===== src/rtl/msp430_defs.sv =====
// Shared definitions for the instruction prefetch path: fetch FSM encoding
// and the byte distance between consecutive instruction words.
package msp430_defs;

   typedef enum logic {
      BOOT = 1'b0,
      RUN  = 1'b1
   } pq_state_t;

   localparam int PC_STEP = 2;

endpackage


===== src/rtl/pq_storage.sv =====
// Prefetch queue entry store: one synchronous write port, one asynchronous
// read port. Contents are not reset; occupancy is tracked by the owner.
module pq_storage #(
   parameter int WIDTH = 32,
   parameter int DEPTH = 4
) (
   input  logic                     clk,
   input  logic                     we,
   input  logic [$clog2(DEPTH)-1:0] waddr,
   input  logic [WIDTH-1:0]         wdata,
   input  logic [$clog2(DEPTH)-1:0] raddr,
   output logic [WIDTH-1:0]         rdata
);

   logic [WIDTH-1:0] mem [DEPTH];

   always_ff @(posedge clk) begin
      if (we) begin
         mem[waddr] <= wdata;
      end
   end

   assign rdata = mem[raddr];

endmodule


===== src/rtl/prefetch_queue.sv =====
// Instruction prefetch queue: fetches the reset vector, then streams
// sequential instruction words into a small FIFO until redirected.
module prefetch_queue
   import msp430_defs::*;
#(
   parameter int SIZE  = 16,
   parameter int DEPTH = 4
) (
   input  logic                       clk,
   input  logic                       rst,
   input  logic [SIZE-1:0]            RST_VEC,
   output logic                       fetch_req,
   output logic [SIZE-1:0]            fetch_addr,
   input  logic                       fetch_ack,
   input  logic [SIZE-1:0]            mem_rdata,
   output logic [SIZE-1:0]            instr_word,
   output logic [SIZE-1:0]            instr_pc,
   output logic                       instr_valid,
   input  logic                       instr_ready,
   input  logic                       redirect,
   input  logic [SIZE-1:0]            redirect_addr,
   output logic [$clog2(DEPTH+1)-1:0] count,
   output pq_state_t                  fsm_state
);

   localparam int PW = $clog2(DEPTH);
   localparam int CW = $clog2(DEPTH+1);
   localparam logic [SIZE-1:0] ALIGN_MASK = ~SIZE'(1);

   pq_state_t         state_q, state_d;
   logic [PW-1:0]     head_q, head_d, tail_q, tail_d;
   logic [CW-1:0]     cnt_q, cnt_d;
   logic [SIZE-1:0]   addr_q, addr_d;
   logic              push, pop;
   logic [2*SIZE-1:0] head_entry;

   // Handshakes: a memory word transfers when fetch_req && fetch_ack; the head
   // transfers when instr_valid && instr_ready. A redirect in RUN cancels both.
   assign fetch_req   = (state_q == BOOT) || (cnt_q < CW'(DEPTH));
   assign fetch_addr  = (state_q == BOOT) ? RST_VEC : addr_q;
   assign instr_valid = (cnt_q != '0);
   assign count       = cnt_q;
   assign fsm_state   = state_q;

   assign push = (state_q == RUN) && fetch_req && fetch_ack && !redirect;
   assign pop  = instr_valid && instr_ready && !redirect;

   pq_storage #(
      .WIDTH (2*SIZE),
      .DEPTH (DEPTH)
   ) u_storage (
      .clk   (clk),
      .we    (push),
      .waddr (tail_q),
      .wdata ({mem_rdata, addr_q}),
      .raddr (head_q),
      .rdata (head_entry)
   );

   assign instr_word = head_entry[2*SIZE-1:SIZE];
   assign instr_pc   = head_entry[SIZE-1:0];

   always_comb begin
      state_d = state_q;
      head_d  = head_q;
      tail_d  = tail_q;
      cnt_d   = cnt_q;
      addr_d  = addr_q;
      case (state_q)
         BOOT: begin
            // The reset-vector word is a pointer, not an instruction: nothing is queued.
            if (fetch_ack) begin
               addr_d  = mem_rdata & ALIGN_MASK;
               state_d = RUN;
            end
         end
         RUN: begin
            if (redirect) begin
               cnt_d  = '0;
               head_d = tail_q;
               addr_d = redirect_addr & ALIGN_MASK;
            end else begin
               if (push) begin
                  tail_d = tail_q + PW'(1);
                  addr_d = addr_q + SIZE'(PC_STEP);
               end
               if (pop) begin
                  head_d = head_q + PW'(1);
               end
               case ({push, pop})
                  2'b10:   cnt_d = cnt_q + CW'(1);
                  2'b01:   cnt_d = cnt_q - CW'(1);
                  default: cnt_d = cnt_q;
               endcase
            end
         end
         default: state_d = BOOT;
      endcase
   end

   always_ff @(posedge clk) begin
      if (rst) begin
         state_q <= BOOT;
         head_q  <= '0;
         tail_q  <= '0;
         cnt_q   <= '0;
         addr_q  <= RST_VEC;
      end else begin
         state_q <= state_d;
         head_q  <= head_d;
         tail_q  <= tail_d;
         cnt_q   <= cnt_d;
         addr_q  <= addr_d;
      end
   end

endmodule


===== config.mk =====
export PLATFORM = sky130hd
export DESIGN_NAME = prefetch_queue
export DESIGN_NICKNAME = d
export VERILOG_FILES = /design/src/rtl/msp430_defs.sv /design/src/rtl/pq_storage.sv /design/src/rtl/prefetch_queue.sv
export SDC_FILE = /design/constraint.sdc
export NUM_CORES = 1
export LEC_CHECK = 0
export CAP_MARGIN = 20
export CORE_MARGIN = 2
export CORE_UTILIZATION = 30
export CTS_BUF_LIST = sky130_fd_sc_hd__clkbuf_16
export CTS_CLUSTER_DIAMETER = 150
export CTS_CLUSTER_SIZE = 25
export DETAILED_ROUTE_END_ITERATION = 6
export PLACE_DENSITY = 0.53
export SYNTH_ARGS = -nofsm -noshare
export SYNTH_HDL_FRONTEND = slang
export SYNTH_SLANG_ARGS = --single-unit

===== constraint.sdc =====
create_clock -name clk -period 4.5 [get_ports clk]
set_input_delay 0.9 -clock clk [delete_from_list [all_inputs] [get_ports clk]]
set_output_delay 0.9 -clock clk [all_outputs]
set_load 0.005 [all_outputs]

==> impl_metrics.env, run 1 <==
export IMPL_status="completed"
export IMPL_rows=54
export IMPL_cts_inserted_buffers=17
export IMPL_ant_nets=0
export IMPL_hold_viol=0
export IMPL_io_pins=107
export IMPL_portBuffers=105
export IMPL_fill_cells=2000
export IMPL_yosysUniqueCellTypes=45
export IMPL_num_vias=3935
export IMPL_grt_setup_unrepaired="false"
export IMPL_period_minus_slack_ns=3.49
export IMPL_drc=0
export IMPL_yosysTopAreaCell="edfxtp_1"
export IMPL_die_w_um=152
export IMPL_area_growth_pct=30.6
export IMPL_synth_edf_count=144
export IMPL_overflow=0
export IMPL_finalPower_w=0.00339
export IMPL_htree_levels=4
export IMPL_grt_start_max_net_pins=38
export IMPL_setup_viol=0
export IMPL_post_cts_setup_buffers=0
export IMPL_cp_start_kind="flip-flop"
export IMPL_multiInputGateArea_um2=1940
export IMPL_critPathTopFamily="buffers and inverters"
export IMPL_path_buf_inv=2
export IMPL_clk_pin_slew_ns=0.06
export IMPL_gp_routability_congestion=0.747
export IMPL_synth_top_area_share=0.654
export IMPL_cpPeakStageDelay_ns=0.80
export IMPL_synthTopCellsByCount="edfxtp_1, mux4_2, nand2_1"
export IMPL_cts_buffer_depth=2
export IMPL_synth_seq_area_share=0.684
export IMPL_critPathKind="reg -> out"
export IMPL_clockPowerShare=0.433
export IMPL_cp_required_ns=3.60
export IMPL_nets=569
export IMPL_p_comb_frac=0.076
export IMPL_cts_tree="done"
export IMPL_seqCellArea_um2=4530
export IMPL_finalClockSkew_ns=0.00815
export IMPL_wire_per_inst_um=19.7
export IMPL_switching_share=0.210
export IMPL_die_area_um2=23200
export IMPL_drt_iter0_drc=308
export IMPL_start_util=0.304
export IMPL_yosysMostFrequentCell="edfxtp_1"
export IMPL_dpl_hpwl_um=10700
export IMPL_vias_per_cell=4.90
export IMPL_drt_pass1_iter_count=4
export IMPL_cts_resized=0
export IMPL_drive_gt1_frac=0.189
export IMPL_p_leak_nw=2.81
export IMPL_synthArstFlopShare=0
export IMPL_fin_crit_sh=0.775
export IMPL_max_cap_violations=0
export IMPL_die_y_um=152
export IMPL_power_frac_seq=0.491
export IMPL_yosys_warnings=0
export IMPL_rr_startpoint="fsm_state"
export IMPL_critPathSlowestCell="dfxtp_2"
export IMPL_switchingPower_w=0.000712
export IMPL_peakVddDrop_mv=0.214
export IMPL_core_um2=21800
export IMPL_critPathMaxFanout=19
export IMPL_synth_main_ff_cell="edfxtp_1"
export IMPL_insertion_delay_ns=0.42
export IMPL_maxSlewHeadroom=0.380
export IMPL_setup_tns_ns=0
export IMPL_drv_slew=0
export IMPL_p_int_w=0.00268
export IMPL_drt_total_wl_um=15800
export IMPL_cellPowerDensity_nw_per_um2=393
export IMPL_hold_buffers=0
export IMPL_grt_use_total=0.143
export IMPL_cts_sinks=154
export IMPL_root_buffer="clkbuf_16"
export IMPL_critPathArrivalTime_ns=2.59
export IMPL_worstMarginPinSlew_ns=0.929
export IMPL_grt_pass1_vias=4238
export IMPL_cp_cell_sequence="buf_4, mux4_2, clkdlybuf4s50_1"
export IMPL_synth_seq_cells=154
export IMPL_syn_nets=453
export IMPL_grt_pass1_wl_um=24900
export IMPL_diodes=0
export IMPL_end_kind="output pin"
export IMPL_antenna_found_initial=0
export IMPL_syn_area_um2=6610
export IMPL_worstHoldStart="head_q[1]"
export IMPL_synthTopCellsByArea="edfxtp_1, mux4_2, dfxtp_1, mux2_2, o21ai_0"
export IMPL_syn_avg_cell_area_um2=16.8
export IMPL_synthCells=394
export IMPL_hp_class="reg -> reg"
export IMPL_fmax_mhz=287
==> state kept, by name (all words and copies together), names as in the netlist, named ones only <==
signal         flops
head_q             2
u_storage.mem    128
fsm_state          1
addr_q            16
tail_q             2
count              3
==> through the flow <==
stage	utilization	hold WS, ns	cells	setup slack, ns	cell area (um2)
global placement	0.369	0.499	771	1.34	8030
finish	0.397	0.533	803	1.01	8630
detailed placement	0.369	0.524	771	1.30	8030
global route	0.397	0.590	803	0.786	8630
CTS	0.397	0.540	803	0.885	8630
floorplan	-	0.476	394	1.73	6610
==> cell families after synthesis <==
logic type / share of synthesized area
multiplexers: 0.141
XOR/XNOR: 0.0199
buffers and inverters: 0.0220
AND/OR/NAND/NOR: 0.0611
flip-flops: 0.684
adder cells (fa/ha/maj): 0.0125
AO/OA/AOI/OAI: 0.0596
==> area by class of cell <==
class,count,area share
Multi-Input combinational cell,209,0.225
Tap cell,280,0.0406
Clock inverter,15,0.0212
Inverter,8,0.00348
Sequential cell,154,0.524
Timing Repair Buffer,120,0.136
Clock buffer,17,0.0493
==> worst min-delay path, stage by stage (launching register included) <==
cell	delay [ns]
dfxtp_1	0.33
nand3b_1	0.08
o21ai_0	0.09
==> metal layers <==
layer	GRT usage	share of wire	routed length [um]
met1	0.191	0.45	7100
met2	0.232	0.49	7780
met3	0.0304	0.044	689
met4	0.0489	0.016	260
met5	0	0	0
==> power by group through the flow <==
stage	logic (W)	clock network [W]	registers, W
floorplan	0.000120	0	0.00167
global placement	0.000258	0	0.00169
detailed placement	0.000260	0	0.00170
CTS	0.000261	0.00149	0.00167
global route	0.000282	0.00156	0.00167
finish	0.000258	0.00147	0.00167
==> cells in the final DEF, fill, tap and decap left out, types with 2 or more instances in the layout <==
master / instances
and2_1: 7
and4_1: 2
dfxtp_1: 8
inv_1: 10
nor2_1: 11
mux2i_1: 4
nand4_1: 6
ha_1: 5
o31a_1: 2
mux2_2: 15
a22oi_1: 5
o21ai_0: 19
nor3_1: 3
o21ai_1: 2
xor2_1: 7
o31ai_1: 2
edfxtp_1: 144
a211oi_1: 2
buf_4: 14
clkdlybuf4s50_1: 105
dfxtp_2: 2
nor2b_1: 8
nand2_1: 22
and3_1: 4
mux4_2: 32
clkbuf_16: 17
bufinv_16: 4
o21a_1: 4
a21oi_1: 10
nand2b_1: 2
nand3_1: 6
o221ai_1: 6
o22ai_1: 3
clkinv_2: 6
xnor2_1: 8
==> final timing paths <==
path	cells past startpoint	slack (ns)	end
max reg2reg	4	1.96	u_storage.mem[2][16]
max	3	1.01	instr_pc[1]
min	2	0.53	head_q[1]
min reg2reg	2	0.53	head_q[1]
Power figures use the tool's default switching activity.
==> inputs of run 2 (changes only) <==
==> constraint.sdc (replaced) <==
create_clock -name clk -period 3.6 [get_ports clk]
set_input_delay 0.72 -clock clk [delete_from_list [all_inputs] [get_ports clk]]
set_output_delay 0.72 -clock clk [all_outputs]
set_load 0.005 [all_outputs]
==> impl_metrics.env, run 2 (same netlist as run 1, synthesis figures left out) <==
export IMPL_final_cell_mix="edfxtp_1, clkdlybuf4s50_1, mux4_2, nand2_1, o21ai_0"
export IMPL_core_um2=21800
export IMPL_gp_routability_congestion=0.786
export IMPL_diodes=0
export IMPL_antenna_found_initial=0
export IMPL_peakVddDrop_mv=0.296
export IMPL_final_common_cell="edfxtp_1"
export IMPL_hold_buffers=0
export IMPL_cts_inserted_buffers=17
export IMPL_grt_setup_unrepaired="false"
export IMPL_critPathMaxFanout=32
export IMPL_setup_viol=0
export IMPL_finalClockSkew_ns=0.00662
export IMPL_insertion_delay_ns=0.42
export IMPL_setup_tns_ns=0
export IMPL_grt_start_max_net_pins=54
export IMPL_fill_cells=2020
export IMPL_hp_class="reg -> reg"
export IMPL_overflow=0
export IMPL_die_w_um=152
export IMPL_cellPowerDensity_nw_per_um2=465
export IMPL_grt_busiest_layer="met2"
export IMPL_fin_crit_sh=0.783
export IMPL_num_vias=3881
export IMPL_root_buffer="clkbuf_16"
export IMPL_grt_use_met2=0.225
export IMPL_largest_register_ffs=128
export IMPL_grt_pass1_vias=4087
export IMPL_grt_pass1_wl_um=24100
export IMPL_clk_pin_slew_ns=0.06
export IMPL_die_area_um2=23200
export IMPL_final_area_um2=8550
export IMPL_hold_viol=0
export IMPL_htree_levels=4
export IMPL_end_kind="output pin"
export IMPL_ant_nets=0
export IMPL_area_growth_pct=29.4
export IMPL_wire_per_inst_um=19.6
export IMPL_max_cap_violations=0
export IMPL_start_util=0.304
export IMPL_vias_per_cell=4.85
export IMPL_portBuffers=105
export IMPL_cp_start_kind="flip-flop"
export IMPL_drive_gt1_frac=0.179
export IMPL_p_leak_nw=2.77
export IMPL_largest_register="u_storage.mem"
export IMPL_use_met1=0.182
export IMPL_dpl_hpwl_um=10400
export IMPL_cts_buffer_depth=2
export IMPL_fin_cells=801
export IMPL_dp_cells=770
export IMPL_drc=0
export IMPL_grt_use_total=0.138
export IMPL_drt_pass1_iter_count=4
export IMPL_maxSlewHeadroom=0.698
export IMPL_drt_total_wl_um=15700
export IMPL_cts_sinks=154
export IMPL_cts_resized=0
export IMPL_cts_tree="done"
export IMPL_use_met3=0.0284
export IMPL_post_cts_setup_buffers=0
export IMPL_die_y_um=152
export IMPL_fmax_mhz=355
export IMPL_worstMarginPinSlew_ns=0.452
export IMPL_critPathKind="reg -> out"
export IMPL_status="completed"
export IMPL_io_pins=107
export IMPL_nets=568
export IMPL_cp_required_ns=2.88
export IMPL_drv_slew=0
export IMPL_rows=54
export IMPL_utilization=0.393
export IMPL_drt_iter0_drc=276
export IMPL_finalPower_w=0.00398
export IMPL_place_area_um2=8030
export IMPL_critPathArrivalTime_ns=2.10
export IMPL_period_minus_slack_ns=2.82
[run 2: report_power, final]
part	leakage (nW)	internal (W)	switching, W
clock network	0.268	0.000923	0.000651
registers	1.40	0.00202	0.0000565
logic	1.10	0.000185	0.000147
total	2.77	0.00312	0.000854
[run 2: path summary, 6_finish.rpt]
check / endpoint / slack (ns) / start / depth (start not counted)
worst max-delay path: instr_word[5] / 0.78 / flip-flop / 3
worst min-delay path: flip-flop / 0.56 / head_q[1] / 2
worst min register to register: flip-flop / 0.56 / head_q[1] / 2
worst max register to register: count[2] / 1.44 / fsm_state / 7
[run 2: critical path: stages (launching register included)]
cell	delay (ns)
dfxtp_2	0.34
buf_12	0.28
mux4_2	0.58
clkdlybuf4s50_1	0.47
[run 2: per-stage QoR]
stage | setup WS [ns] | hold slack (ns)
final | 0.783 | 0.563
after global routing | 0.678 | 0.603
after CTS | 0.721 | 0.565
after detailed placement | 0.677 | 0.540
after global placement | 0.722 | 0.496
after floorplan | 1.01 | 0.476
[run 2: routing by layer]
metal  wire (um)  part of all wire
met3         748             0.048
met4         285             0.018
met1        6960              0.44
met5           0                 0
met2        7690              0.49
[run 2: layout make-up]
type | instances | area (um2) | share of cell area
Inverter | 8 | 30.0 | 0.00351
Clock buffer | 17 | 425 | 0.0497
Sequential cell | 154 | 4530 | 0.529
Timing Repair Buffer | 119 | 1180 | 0.138
Clock inverter | 14 | 95.1 | 0.0111
Tap cell | 280 | 350 | 0.0410
Multi-Input combinational cell | 209 | 1940 | 0.227
==> inputs of run 3 (changes only) <==
--- a/config.mk
+++ b/config.mk
@@ -12,7 +12,7 @@
 export CTS_CLUSTER_DIAMETER = 150
 export CTS_CLUSTER_SIZE = 25
 export DETAILED_ROUTE_END_ITERATION = 6
-export PLACE_DENSITY = 0.53
+export PLACE_DENSITY = 0.55
 export SYNTH_ARGS = -nofsm -noshare
 export SYNTH_HDL_FRONTEND = slang
 export SYNTH_SLANG_ARGS = --single-unit
==> constraint.sdc (replaced) <==
create_clock -name clk -period 2.4 [get_ports clk]
set_input_delay 0.48 -clock clk [delete_from_list [all_inputs] [get_ports clk]]
set_output_delay 0.48 -clock clk [all_outputs]
set_load 0.005 [all_outputs]
==> impl_metrics.env, run 3 (same netlist as run 1, synthesis figures left out) <==
export IMPL_root_buffer="clkbuf_16"
export IMPL_final_common_cell="edfxtp_1"
export IMPL_cp_cell_sequence="buf_12, mux2_2, clkdlybuf4s50_1"
export IMPL_critPathSlowestCell="clkdlybuf4s50_1"
export IMPL_drv_slew=0
export IMPL_hold_buffers=0
export IMPL_fmax_mhz=430
export IMPL_critPathMaxFanout=27
export IMPL_cellPowerDensity_nw_per_um2=689
export IMPL_end_kind="output pin"
export IMPL_hp_class="reg -> reg"
export IMPL_critPathKind="reg -> out"
export IMPL_largest_register_ffs=128
export IMPL_drt_pass1_iter_count=4
export IMPL_area_growth_pct=32.8
export IMPL_cts_sinks=154
export IMPL_period_minus_slack_ns=2.33
export IMPL_grt_use_total=0.142
export IMPL_drt_iter0_drc=235
export IMPL_die_w_um=152
export IMPL_p_leak_nw=2.91
export IMPL_grt_start_max_net_pins=54
export IMPL_gp_routability_congestion=0.788
export IMPL_die_area_um2=23200
export IMPL_status="completed"
export IMPL_vias_per_cell=4.87
export IMPL_num_vias=3975
export IMPL_setup_viol=0
export IMPL_wire_per_inst_um=20.1
export IMPL_cts_buffer_depth=2
export IMPL_portBuffers=105
export IMPL_cts_inserted_buffers=17
export IMPL_start_util=0.304
export IMPL_finalClockSkew_ns=0.00679
export IMPL_setup_tns_ns=0
export IMPL_cp_start_kind="flip-flop"
export IMPL_maxSlewHeadroom=0.693
export IMPL_grt_pass1_vias=4186
export IMPL_critPathArrivalTime_ns=1.85
export IMPL_worstMarginPinSlew_ns=0.460
export IMPL_grt_pass1_wl_um=24500
export IMPL_antenna_found_initial=1
export IMPL_largest_register="u_storage.mem"
export IMPL_dpl_hpwl_um=10700
export IMPL_cts_tree="done"
export IMPL_peakVddDrop_mv=0.454
export IMPL_fin_cells=816
export IMPL_htree_levels=4
export IMPL_ant_nets=0
export IMPL_rows=54
export IMPL_pre_cts_ws_ns=0.0646
export IMPL_drc=0
export IMPL_drt_total_wl_um=16400
export IMPL_dp_cells=781
export IMPL_setup_ws_ns=0.0738
export IMPL_overflow=0
export IMPL_insertion_delay_ns=0.42
export IMPL_final_cell_mix="edfxtp_1, clkdlybuf4s50_1, mux4_2, dlygate4sd2_1, nand2_1"
export IMPL_max_cap_violations=0
export IMPL_die_y_um=152
export IMPL_fin_crit_sh=0.969
export IMPL_cpPeakStageDelay_ns=0.47
export IMPL_drive_gt1_frac=0.201
export IMPL_io_pins=107
export IMPL_diodes=0
export IMPL_cp_required_ns=1.92
export IMPL_clk_pin_slew_ns=0.06
export IMPL_utilization=0.404
export IMPL_nets=582
export IMPL_core_um2=21800
export IMPL_hold_viol=0
export IMPL_grt_setup_unrepaired="false"
## run 3: cell count changes in the layout (fill, tap and decap cells not counted), sizes merged
| cell | change |
|---|---|
| buf | +12 |
| dlygate4sd2 | +31 |
| clkdlybuf4s50 | -32 |
| clkinv | +5 |
| clkinvlp | -1 |
| clkbuf | +2 |
| clkdlybuf4s15 | +1 |
| inv | -3 |
## run 3: critical path, delay by kind of cell (launching register included)
family | cells | cell delay [ns]
buffers and inverters | 2 | 0.67
flip-flops | 1 | 0.37
multiplexers | 1 | 0.39
## run 3: final cells by class
cell class	instances	area, um2
Sequential cell	154	4530
Inverter	8	30.0
Timing Repair Buffer	133	1400
Fill cell	2014	13000
Clock inverter	15	106
Multi-Input combinational cell	209	1940
Tap cell	280	350
Clock buffer	17	425
## run 3: final timing paths
| path | startpoint | depth (start not counted) | slack [ns] | end |
|---|---|---|---|---|
| max | fsm_state | 3 | 0.07 | fetch_addr[10] |
| min | head_q[1] | 2 | 0.55 | flip-flop |
| max reg2reg | count[1] | 6 | 0.48 | count[2] |
| min reg2reg | head_q[1] | 2 | 0.55 | flip-flop |
## run 3: report_power, final
group | internal, W | total [W] | switching [W]
Combinational | 0.000293 | 0.000538 | 0.000245
Sequential | 0.00302 | 0.00309 | 0.0000671
Clock | 0.00140 | 0.00242 | 0.00102
Total | 0.00472 | 0.00605 | 0.00134
## run 3: metal layers
metal	global-route usage	up-vias	wire, um
li1	-	1827	-
met1	0.179	2027	7330
met2	0.242	106	8240
met3	0.0370	13	661
met4	0.0423	2	188
met5	0	-	13
## run 3: timing repair
item	4_1_cts	5_1_grt
buffers inserted	1	0
cloned	1	2
setup endpoints to repair	32	10
gates resized for setup	34	2
## run 3: metrics by stage
step	hold WS (ns)	power, W	area (um2)
finish	0.551	0.00605	8780
global route	0.602	0.00626	8780
CTS	0.553	0.00610	8750
detailed placement	0.541	0.00369	8210
global placement	0.502	0.00368	8210
floorplan	0.476	0.00336	6610
